--- src/rtl/mem_pkg.sv ---
// Shared types and default sizing for the memory request arbiter.
// Holds the controller state encoding and the pointer-width helper.
package mem_pkg;

    localparam int DEF_WIDTH      = 16;
    localparam int DEF_ADDR_WIDTH = 4;
    localparam int DEF_NUM_REQ    = 3;

    typedef enum logic [1:0] {
        ST_IDLE    = 2'd0,
        ST_ISSUE   = 2'd1,
        ST_RD_WAIT = 2'd2
    } arb_state_t;

    // Width of a requester index; never zero so a single requester still gets a 1-bit pointer.
    function automatic int ptr_width(input int n);
        return (n > 1) ? $clog2(n) : 1;
    endfunction

endpackage

--- src/rtl/mem_req_arbiter_if.sv ---
// Requester-side and memory-side handshake bundle of the arbiter.
// slave: arbiter view; master: requesters plus memory driving the arbiter.
interface mem_req_arbiter_if #(
    parameter int WIDTH      = mem_pkg::DEF_WIDTH,
    parameter int ADDR_WIDTH = mem_pkg::DEF_ADDR_WIDTH,
    parameter int NUM_REQ    = mem_pkg::DEF_NUM_REQ
);
    logic [NUM_REQ-1:0]            req_valid_i;
    logic [NUM_REQ-1:0]            req_ready_o;
    logic [NUM_REQ-1:0]            req_wr_rd_i;
    logic [NUM_REQ*ADDR_WIDTH-1:0] req_addr_i;
    logic [NUM_REQ*WIDTH-1:0]      req_wr_data_i;
    logic [NUM_REQ-1:0]            rsp_valid_o;
    logic [WIDTH-1:0]              rsp_rd_data_o;
    logic                          mem_valid_o;
    logic                          mem_ready_i;
    logic                          mem_wr_rd_o;
    logic [ADDR_WIDTH-1:0]         mem_addr_o;
    logic [WIDTH-1:0]              mem_wr_data_o;
    logic [WIDTH-1:0]              mem_rd_data_i;

    modport slave (
        input  req_valid_i, req_wr_rd_i, req_addr_i, req_wr_data_i,
        input  mem_ready_i, mem_rd_data_i,
        output req_ready_o, rsp_valid_o, rsp_rd_data_o,
        output mem_valid_o, mem_wr_rd_o, mem_addr_o, mem_wr_data_o
    );

    modport master (
        output req_valid_i, req_wr_rd_i, req_addr_i, req_wr_data_i,
        output mem_ready_i, mem_rd_data_i,
        input  req_ready_o, rsp_valid_o, rsp_rd_data_o,
        input  mem_valid_o, mem_wr_rd_o, mem_addr_o, mem_wr_data_o
    );

endinterface

--- src/rtl/rr_arbiter.sv ---
// Round-robin pick: first set request searching upward from last_i+1, wrapping.
// Latency: combinational, no state.
// Backpressure: none; grant is one-hot or zero when no request is set.
module rr_arbiter
    import mem_pkg::*;
#(
    parameter int NUM_REQ = DEF_NUM_REQ,
    localparam int PTR_W  = ptr_width(NUM_REQ)
) (
    input  logic [NUM_REQ-1:0] req_i,
    input  logic [PTR_W-1:0]   last_i,
    output logic [NUM_REQ-1:0] gnt_o
);

    logic             found;
    int               cand;
    logic [PTR_W-1:0] idx;

    always_comb begin
        gnt_o = '0;
        found = 1'b0;
        cand  = 0;
        idx   = '0;
        for (int off = 1; off <= NUM_REQ; off++) begin
            cand = (int'(last_i) + off) % NUM_REQ;
            idx  = PTR_W'(cand);
            if (!found && req_i[idx]) begin
                gnt_o[idx] = 1'b1;
                found      = 1'b1;
            end
        end
    end

endmodule

--- src/rtl/mem_req_arbiter.sv ---
// Arbitrates NUM_REQ requesters onto one single-port memory, one transaction at a time.
// Latency: write 2 cycles (grant, issue); read 3 cycles plus a response pulse the cycle after.
// Backpressure: mem_ready_i low holds the issue phase; requesters wait on req_ready_o.
module mem_req_arbiter
    import mem_pkg::*;
#(
    parameter int WIDTH      = DEF_WIDTH,
    parameter int ADDR_WIDTH = DEF_ADDR_WIDTH,
    parameter int NUM_REQ    = DEF_NUM_REQ
) (
    input  logic               clk,
    input  logic               rst,
    mem_req_arbiter_if.slave   bus
);

    localparam int               PTR_W    = ptr_width(NUM_REQ);
    localparam logic [PTR_W-1:0] LAST_RST = PTR_W'(NUM_REQ - 1);

    arb_state_t             state_q, state_d;
    logic [PTR_W-1:0]       last_grant_q, last_grant_d;
    logic [PTR_W-1:0]       gnt_idx;
    logic [NUM_REQ-1:0]     grant;
    logic [NUM_REQ-1:0]     owner_q, owner_d;
    logic [NUM_REQ-1:0]     rsp_valid_q, rsp_valid_d;
    logic                   wr_rd_q, wr_rd_d;
    logic [ADDR_WIDTH-1:0]  addr_q, addr_d;
    logic [WIDTH-1:0]       wr_data_q, wr_data_d;
    logic [WIDTH-1:0]       rsp_rd_data_q, rsp_rd_data_d;

    rr_arbiter #(.NUM_REQ(NUM_REQ)) u_rr (
        .req_i  (bus.req_valid_i),
        .last_i (last_grant_q),
        .gnt_o  (grant)
    );

    always_comb begin
        gnt_idx = '0;
        for (int i = 0; i < NUM_REQ; i++) begin
            if (grant[i]) gnt_idx = PTR_W'(i);
        end
    end

    always_comb begin
        state_d       = state_q;
        last_grant_d  = last_grant_q;
        owner_d       = owner_q;
        wr_rd_d       = wr_rd_q;
        addr_d        = addr_q;
        wr_data_d     = wr_data_q;
        rsp_rd_data_d = rsp_rd_data_q;
        rsp_valid_d   = '0;
        case (state_q)
            ST_IDLE: begin
                if (|grant) begin
                    owner_d      = grant;
                    last_grant_d = gnt_idx;
                    wr_rd_d      = bus.req_wr_rd_i[gnt_idx];
                    addr_d       = bus.req_addr_i[gnt_idx*ADDR_WIDTH +: ADDR_WIDTH];
                    wr_data_d    = bus.req_wr_data_i[gnt_idx*WIDTH +: WIDTH];
                    state_d      = ST_ISSUE;
                end
            end
            ST_ISSUE: begin
                if (bus.mem_ready_i) begin
                    state_d = wr_rd_q ? ST_IDLE : ST_RD_WAIT;
                end
            end
            ST_RD_WAIT: begin
                // Memory read data is valid this cycle; the requester sees it one cycle later.
                rsp_rd_data_d = bus.mem_rd_data_i;
                rsp_valid_d   = owner_q;
                state_d       = ST_IDLE;
            end
            default: state_d = ST_IDLE;
        endcase
    end

    always_ff @(posedge clk or negedge rst) begin
        if (!rst) begin
            state_q       <= ST_IDLE;
            last_grant_q  <= LAST_RST;
            owner_q       <= '0;
            wr_rd_q       <= 1'b0;
            addr_q        <= '0;
            wr_data_q     <= '0;
            rsp_valid_q   <= '0;
            rsp_rd_data_q <= '0;
        end else begin
            state_q       <= state_d;
            last_grant_q  <= last_grant_d;
            owner_q       <= owner_d;
            wr_rd_q       <= wr_rd_d;
            addr_q        <= addr_d;
            wr_data_q     <= wr_data_d;
            rsp_valid_q   <= rsp_valid_d;
            rsp_rd_data_q <= rsp_rd_data_d;
        end
    end

    // Grant is combinational off the request vector, so reset must mask it explicitly.
    assign bus.req_ready_o   = (rst && state_q == ST_IDLE) ? grant : '0;
    assign bus.mem_valid_o   = (state_q == ST_ISSUE);
    assign bus.mem_wr_rd_o   = wr_rd_q;
    assign bus.mem_addr_o    = addr_q;
    assign bus.mem_wr_data_o = wr_data_q;
    assign bus.rsp_valid_o   = rsp_valid_q;
    assign bus.rsp_rd_data_o = rsp_rd_data_q;

endmodule

--- src/flat_wrapper.sv ---
// flat-port wrapper written by rule: the top's interface ports become plain ports
module mem_req_arbiter_flat import mem_pkg::*;
#(
    parameter int WIDTH      = DEF_WIDTH,
    parameter int ADDR_WIDTH = DEF_ADDR_WIDTH,
    parameter int NUM_REQ    = DEF_NUM_REQ
)
  (clk, rst, bus_req_valid_i, bus_req_wr_rd_i, bus_req_addr_i, bus_req_wr_data_i, bus_mem_ready_i, bus_mem_rd_data_i, bus_req_ready_o, bus_rsp_valid_o, bus_rsp_rd_data_o, bus_mem_valid_o, bus_mem_wr_rd_o, bus_mem_addr_o, bus_mem_wr_data_o);
  mem_req_arbiter_if #(.WIDTH(WIDTH), .ADDR_WIDTH(ADDR_WIDTH), .NUM_REQ(NUM_REQ)) bus_i ();
  input  logic clk;
  input  logic rst;
  input wire logic [$bits(bus_i.req_valid_i)-1:0] bus_req_valid_i;
  input wire logic [$bits(bus_i.req_wr_rd_i)-1:0] bus_req_wr_rd_i;
  input wire logic [$bits(bus_i.req_addr_i)-1:0] bus_req_addr_i;
  input wire logic [$bits(bus_i.req_wr_data_i)-1:0] bus_req_wr_data_i;
  input wire logic [$bits(bus_i.mem_ready_i)-1:0] bus_mem_ready_i;
  input wire logic [$bits(bus_i.mem_rd_data_i)-1:0] bus_mem_rd_data_i;
  output wire logic [$bits(bus_i.req_ready_o)-1:0] bus_req_ready_o;
  output wire logic [$bits(bus_i.rsp_valid_o)-1:0] bus_rsp_valid_o;
  output wire logic [$bits(bus_i.rsp_rd_data_o)-1:0] bus_rsp_rd_data_o;
  output wire logic [$bits(bus_i.mem_valid_o)-1:0] bus_mem_valid_o;
  output wire logic [$bits(bus_i.mem_wr_rd_o)-1:0] bus_mem_wr_rd_o;
  output wire logic [$bits(bus_i.mem_addr_o)-1:0] bus_mem_addr_o;
  output wire logic [$bits(bus_i.mem_wr_data_o)-1:0] bus_mem_wr_data_o;
  assign bus_i.req_valid_i = bus_req_valid_i;
  assign bus_i.req_wr_rd_i = bus_req_wr_rd_i;
  assign bus_i.req_addr_i = bus_req_addr_i;
  assign bus_i.req_wr_data_i = bus_req_wr_data_i;
  assign bus_i.mem_ready_i = bus_mem_ready_i;
  assign bus_i.mem_rd_data_i = bus_mem_rd_data_i;
  assign bus_req_ready_o = bus_i.req_ready_o;
  assign bus_rsp_valid_o = bus_i.rsp_valid_o;
  assign bus_rsp_rd_data_o = bus_i.rsp_rd_data_o;
  assign bus_mem_valid_o = bus_i.mem_valid_o;
  assign bus_mem_wr_rd_o = bus_i.mem_wr_rd_o;
  assign bus_mem_addr_o = bus_i.mem_addr_o;
  assign bus_mem_wr_data_o = bus_i.mem_wr_data_o;
  mem_req_arbiter #(.WIDTH(WIDTH), .ADDR_WIDTH(ADDR_WIDTH), .NUM_REQ(NUM_REQ)) u_core (.clk(clk), .rst(rst), .bus(bus_i));
endmodule
--- config.mk ---
export PLATFORM = sky130hd
export DESIGN_NAME = mem_req_arbiter_flat
export DESIGN_NICKNAME = d
export VERILOG_FILES = /design/src/rtl/mem_pkg.sv /design/src/rtl/mem_req_arbiter_if.sv /design/src/rtl/rr_arbiter.sv /design/src/rtl/mem_req_arbiter.sv /design/src/flat_wrapper.sv
export SDC_FILE = /design/constraint.sdc
export NUM_CORES = 1
export LEC_CHECK = 0
export ABC_AREA = 1
export CAP_MARGIN = 20
export CORE_ASPECT_RATIO = 1.25
export CORE_MARGIN = 3
export CORE_UTILIZATION = 30
export CTS_BUF_LIST = sky130_fd_sc_hd__clkbuf_8
export DETAILED_ROUTE_END_ITERATION = 6
export GPL_ROUTABILITY_DRIVEN = 0
export PLACE_DENSITY_LB_ADDON = 0.15
export SLEW_MARGIN = 25
export SYNTH_ARGS = -nofsm -noshare
export SYNTH_HDL_FRONTEND = slang
export SYNTH_HIERARCHICAL = 1
export SYNTH_SLANG_ARGS = --single-unit
--- constraint.sdc ---
create_clock -name clk -period 2.8 [get_ports clk]
set_input_delay 0.28 -clock clk [delete_from_list [all_inputs] [get_ports clk]]
set_output_delay 0.28 -clock clk [all_outputs]
set_load 0.005 [all_outputs]
# Word level (Yosys, flattened, before mapping)
# Cells that the tools add are included.
# word_totals
regBits	47
inputBits	85
output_inout_bits	44
elab_cells	68
# op_classes
n_addsub	3
div	3
order_cmp	7
n_eq_ne	4
shifts	2
n_mux	27
bitwise_logic	2
n_reduce_logical	12
# ops
cell	n
$mod 32x3->32 const B	3
$shiftx 48x7->16	1
$mux 3	5
$lt 2x3->1 const B	4
$shiftx 12x5->4	1
$mux 1	10
$bmux 1 s2	4
$mux 2	4
$add 2x2->3 const B	2
$demux 1 s2	3
$ge 2x1->1 const B	3
$logic_and 1x1->1	6
$or 3x3->3	2
$pmux 2 s2	1
$reduce_and 2->1	2
$add 2x1->3 const B	1
$reduce_or 3->1	1
$eq 2x1->1 const B	1
$eq 2x2->1 const B	1
$logic_not 1->1	2
$logic_not 2->1	1
$ne 2x1->1 const B	1
$ne 2x2->1 const B	1

# Logic depth before layout (Yosys ltp)
# logic_depth
word_depth	15
ltp_mapped	16
mapped_depth_nobuf	15

# Hierarchy
# Netlist, hierarchy kept.
# by_module_without_submodules
mod	n_inst	cells_each	area_per_inst_um2
mem_req_arbiter	1	295	2290.9
rr_arbiter	1	44	235.2

# Worst setup path before layout
# OpenSTA, ideal clock, no wires.
# synth_path
path_type	register -> output
start	reg u_core.last_grant_q[1]
end	out bus_req_ready_o[2]
t_arrival_ns	1.818
slack_ns	0.702
stages_incl_launch_ff	12
cell_sequence	dfstp_2 ha_1 nand2_1 nand2_1 nand2_1 nand2_2 nor2_2 nand2_1 nand3_1 inv_2 buf_2 nor3_1
# synth_between
elab_chain_cells	12
elab_cells_between_ends	39
cone_classes	3 x add/sub; 3 x div; 6 x order compare; 18 x mux; 2 x bitwise; 7 x reduce/logical
# synth_rtl
element	line_no	source
from (decl)	mem_req_arbiter.sv:20	logic [PTR_W-1:0] last_grant_q, last_grant_d;
from (signal assigned)	mem_req_arbiter.sv:90	last_grant_q <= last_grant_d;
$add 2x1->3	rr_arbiter.sv:25	cand = (int'(last_i) + off) % NUM_REQ;
$mod 32x3->32	rr_arbiter.sv:25	
$lt 2x3->1 (not written as such), or another cell as far along	rr_arbiter.sv:28	gnt_o[idx] = 1'b1;
$logic_and 1x1->1 (not written as such) or $mux 1 (tied branches)	rr_arbiter.sv:28, rr_arbiter.sv:27	
$mux 1 (on tied branches)	rr_arbiter.sv:28, rr_arbiter.sv:27	
$demux 1 s2 or $logic_not 1->1 (tied branches)	rr_arbiter.sv:28, rr_arbiter.sv:27	
$mux 3 or $logic_and 1x1->1 (tied branches)	rr_arbiter.sv:27	if (!found && req_i[idx]) begin
$or 3x3->3 (no source line) or $mux 1 (tied branches)	-	
$mux 3 or $logic_not 1->1 (tied branches)	rr_arbiter.sv:27	
$or 3x3->3 (no source line) or $logic_and 1x1->1 (tied branches)	-	
$mux 3 *	rr_arbiter.sv:27	
$mux 3 *	mem_req_arbiter.sv:101	assign bus.req_ready_o = (rst && state_q == ST_IDLE) ? grant : '0;
to (decl)	flat_wrapper.sv:18	output wire logic [$bits(bus_i.req_ready_o)-1:0] bus_req_ready_o;
# Mark *: on every way between the ends. The rest lies on a longest branch, timed or not. The select of a mux whose other input is x is not followed.

# Worst setup path after layout
# Ends and elaborated chain as after synthesis.

==> results.sh <==
export IMPL_drv_slew=0
export IMPL_placedCellCount=550
export IMPL_h_tree_depth=2
export IMPL_outcome="finished, final reports clean"
export IMPL_cp_max_fo=6
export IMPL_synth_edff_count=0
export IMPL_viasPerCell=4.68
export IMPL_clkTransAtPathRegs_ns=0.09
export IMPL_utilization=0.500
export IMPL_tightestPinTransition_ns=0.638
export IMPL_power_density_mw_per_mm2=1220
export IMPL_numCtsBuffers=5
export IMPL_die_h_um=109
export IMPL_cts_sinks=47
export IMPL_ant_nets=0
export IMPL_holdBufCountCts=0
export IMPL_synth_cells=339
export IMPL_fin_crit_ns=2.61
export IMPL_p_switching_mw=2.27
export IMPL_drtPass1Iterations=4
export IMPL_route_detailed_drc=0
export IMPL_clock_latency_ns=0.30
export IMPL_clock_power_share=0.084
export IMPL_core_area_mm2=0.00797
export IMPL_syn_to_final_growth_pct=57.8
export IMPL_nNetsFinal=554
export IMPL_hp_class="in2async"
export IMPL_syn_avg_cell_area_um2=7.45
export IMPL_grt_overflow=0
export IMPL_arrival_ns=2.33
export IMPL_leakagePower_nw=1.90
export IMPL_synth_warnings=6
export IMPL_ir_worst_vdd_mv=0.577
export IMPL_drv_cap=0
export IMPL_yosys_top_cells_area="dfrtp_1 (46%), nand2_1 (21%), nand3_1 (13%)"
export IMPL_p_int_mw=2.60
export IMPL_io_pins=129
export IMPL_start_kind="register"
export IMPL_hold_viol_final=0
export IMPL_slew_headroom=0.573
export IMPL_diodes=0
export IMPL_ys_seq_area_frac=0.466
export IMPL_synthDistinctLibCells=24
export IMPL_synth_common_cells="nand2_1 (142), nand3_1 (64), dfrtp_1 (46), inv_1 (18), or2_1 (14)"
export IMPL_yosysMostFrequentCell="nand2_1"
export IMPL_whs_ns=0.0955
export IMPL_grt_max_degree=48
export IMPL_fillers=772
export IMPL_first_global_vias=2679
export IMPL_clock_skew_ns=0.0116
export IMPL_worstSetupPathType="reg2out"
export IMPL_die_width_um=88.1
export IMPL_row_count=36
export IMPL_cts_tree="yes"
export IMPL_wl_per_cell_um=14.2
export IMPL_grt_first_pass_wirelength_um=12800
export IMPL_clockRootBuffer="clkbuf_8"
export IMPL_ys_flop_type="dfrtp_1"
export IMPL_regArea_mm2=0.00118
export IMPL_setup_viol=0
export IMPL_power_frac_seq=0.246
export IMPL_start_util=0.317
export IMPL_antenna_found_initial=0
export IMPL_syn_nets=428
export IMPL_num_vias=2627
export IMPL_synth_seq_cells=47
export IMPL_die_area_mm2=0.00956
export IMPL_cts_buffer_depth=2
export IMPL_max_clock_freq_mhz=383
export IMPL_p_sw_frac=0.466
export IMPL_netlist_top_cell_by_area="dfrtp_1"
export IMPL_fin_tns_setup_ns=0
export IMPL_p_comb_frac=0.670
export IMPL_drtIter0Drc=157
export IMPL_instances_no_fill=561
export IMPL_fin_ws_ns=0.191
export IMPL_grt_use_total=0.169
export IMPL_portBuffers=128
export IMPL_dpl_hpwl_um=5670
export IMPL_rsz0062_at_grt="false"
export IMPL_dpl_worst_slack_ns=0.0901
export IMPL_post_route_period_util=0.932
export IMPL_synth_top_area_frac=0.456
export IMPL_wl_um=7960
export IMPL_netlist_area_mm2=0.00253
export IMPL_end_kind="primary output"
export IMPL_async_reset_ff_frac=1.00
export IMPL_worstPathRequired_ns=2.52
export IMPL_drive_above_1_share=0.0773
export IMPL_multi_input_comb_area_mm2=0.00119
-- sequential cells by signal, indices dropped and copies added, names as in the netlist --
signal / count
u_core/bus.mem_addr_o: 4
u_core/bus.mem_wr_data_o: 16
u_core/bus.mem_wr_rd_o: 1
u_core/bus.rsp_rd_data_o: 16
u_core/bus.rsp_valid_o: 3
u_core/last_grant_q: 2
u_core/owner_q: 3
u_core/state_q: 2
-- cells by family after synthesis --
| logic type | Yosys count | share of synthesized area |
|---|---|---|
| flip-flops | 47 | 0.466 |
| buffers and inverters | 37 | 0.0664 |
| adder cells (fa/ha/maj) | 4 | 0.0198 |
| AO/OA/AOI/OAI | 6 | 0.0163 |
| AND/OR/NAND/NOR | 245 | 0.431 |
-- worst max-delay path, stage by stage (launching register included) --
cell           delay (ns)
dfstp_2              0.57
ha_2                 0.31
nand2_1              0.08
nand2_1              0.07
nand2_1              0.08
nand2_2              0.06
nor2_2               0.12
nand2_1              0.07
nand3_1              0.13
inv_2                0.08
nor3_1               0.17
dlygate4sd2_1        0.28
-- final cells by class --
cell class | instances | area share
clock inverters | 3 | 0.00440
well taps | 95 | 0.0298
multi-input cells | 255 | 0.298
flip-flops and latches | 47 | 0.295
inverters | 20 | 0.0198
repair buffers | 134 | 0.332
repair inverters | 2 | 0.00377
clock buffers | 5 | 0.0173
-- power groups by stage --
stage	Clock, mW	Combinational, mW	Sequential, mW
after global routing	0.461	3.72	1.24
after floorplan	0	2.08	1.22
after global placement	0	3.19	1.21
after CTS	0.429	3.25	1.20
after detailed placement	0	3.22	1.21
final	0.409	3.27	1.20
-- layer usage --
metal / global-route usage / wire length [um] / vias to the layer above
met5: 0 / 0 / -
met4: 0.0562 / 152 / 0
met3: 0.0442 / 568 / 8
met2: 0.302 / 4060 / 82
met1: 0.194 / 3180 / 1218
li1: - / - / 1319
-- cells in the final DEF (no fill, tap or decap), drive strengths merged --
cell type      Yosys  routed
ha                 4       4
nor2               8       8
a21oi              2       2
or2               21      21
nand3             65      65
dlygate4sd2        0       3
nand2            146     146
clkinv             0       2
clkinvlp           0       3
dfrtp             46      46
nor3               1       1
o21ai              4       4
nand4              3       3
buf               15       7
dfstp              1       1
nor4               1       1
inv               20      20
clkdlybuf4s50      0     124
clkbuf             2       5
-- what timing repair did --
action	CTS	global route
cloned	0	2
pin swaps	0	0
setup endpoints to repair	3	21
resized for setup	5	4
buffers inserted	1	0
-- final timing paths --
kind / startpoint / to / slack [ns] / cells past startpoint
setup / recovery: u_core/last_grant_q[1]$_DFFE_PN1P_ / bus_req_ready_o[2] / 0.19 / 11
hold / removal: rst / u_core/bus.mem_wr_data_o[10]$_DFFE_PN0P_ / 0.1 / 2
setup reg to reg: u_core/last_grant_q[1]$_DFFE_PN1P_ / u_core/bus.mem_wr_data_o[14]$_DFFE_PN0P_ / 0.31 / 14
hold reg to reg: u_core/bus.mem_wr_rd_o$_DFFE_PN0P_ / u_core/state_q[1]$_DFFE_PN0P_ / 0.47 / 1
max in group asynchronous: rst / u_core/bus.mem_wr_data_o[0]$_DFFE_PN0P_ / 2.30 / 2
min in group clk: u_core/bus.mem_wr_rd_o$_DFFE_PN0P_ / u_core/state_q[1]$_DFFE_PN0P_ / 0.47 / 1
-- per-stage QoR --
stage | cell area, um^2 | power [mW]
6_report | 3990 | 4.87
5_1_grt | 3990 | 5.42
4_1_cts | 3960 | 4.88
3_5_place_dp | 3870 | 4.44
3_3_place_gp | 3870 | 4.40
2_1_floorplan | 2530 | 3.31
Power figures use the tool's default switching activity.
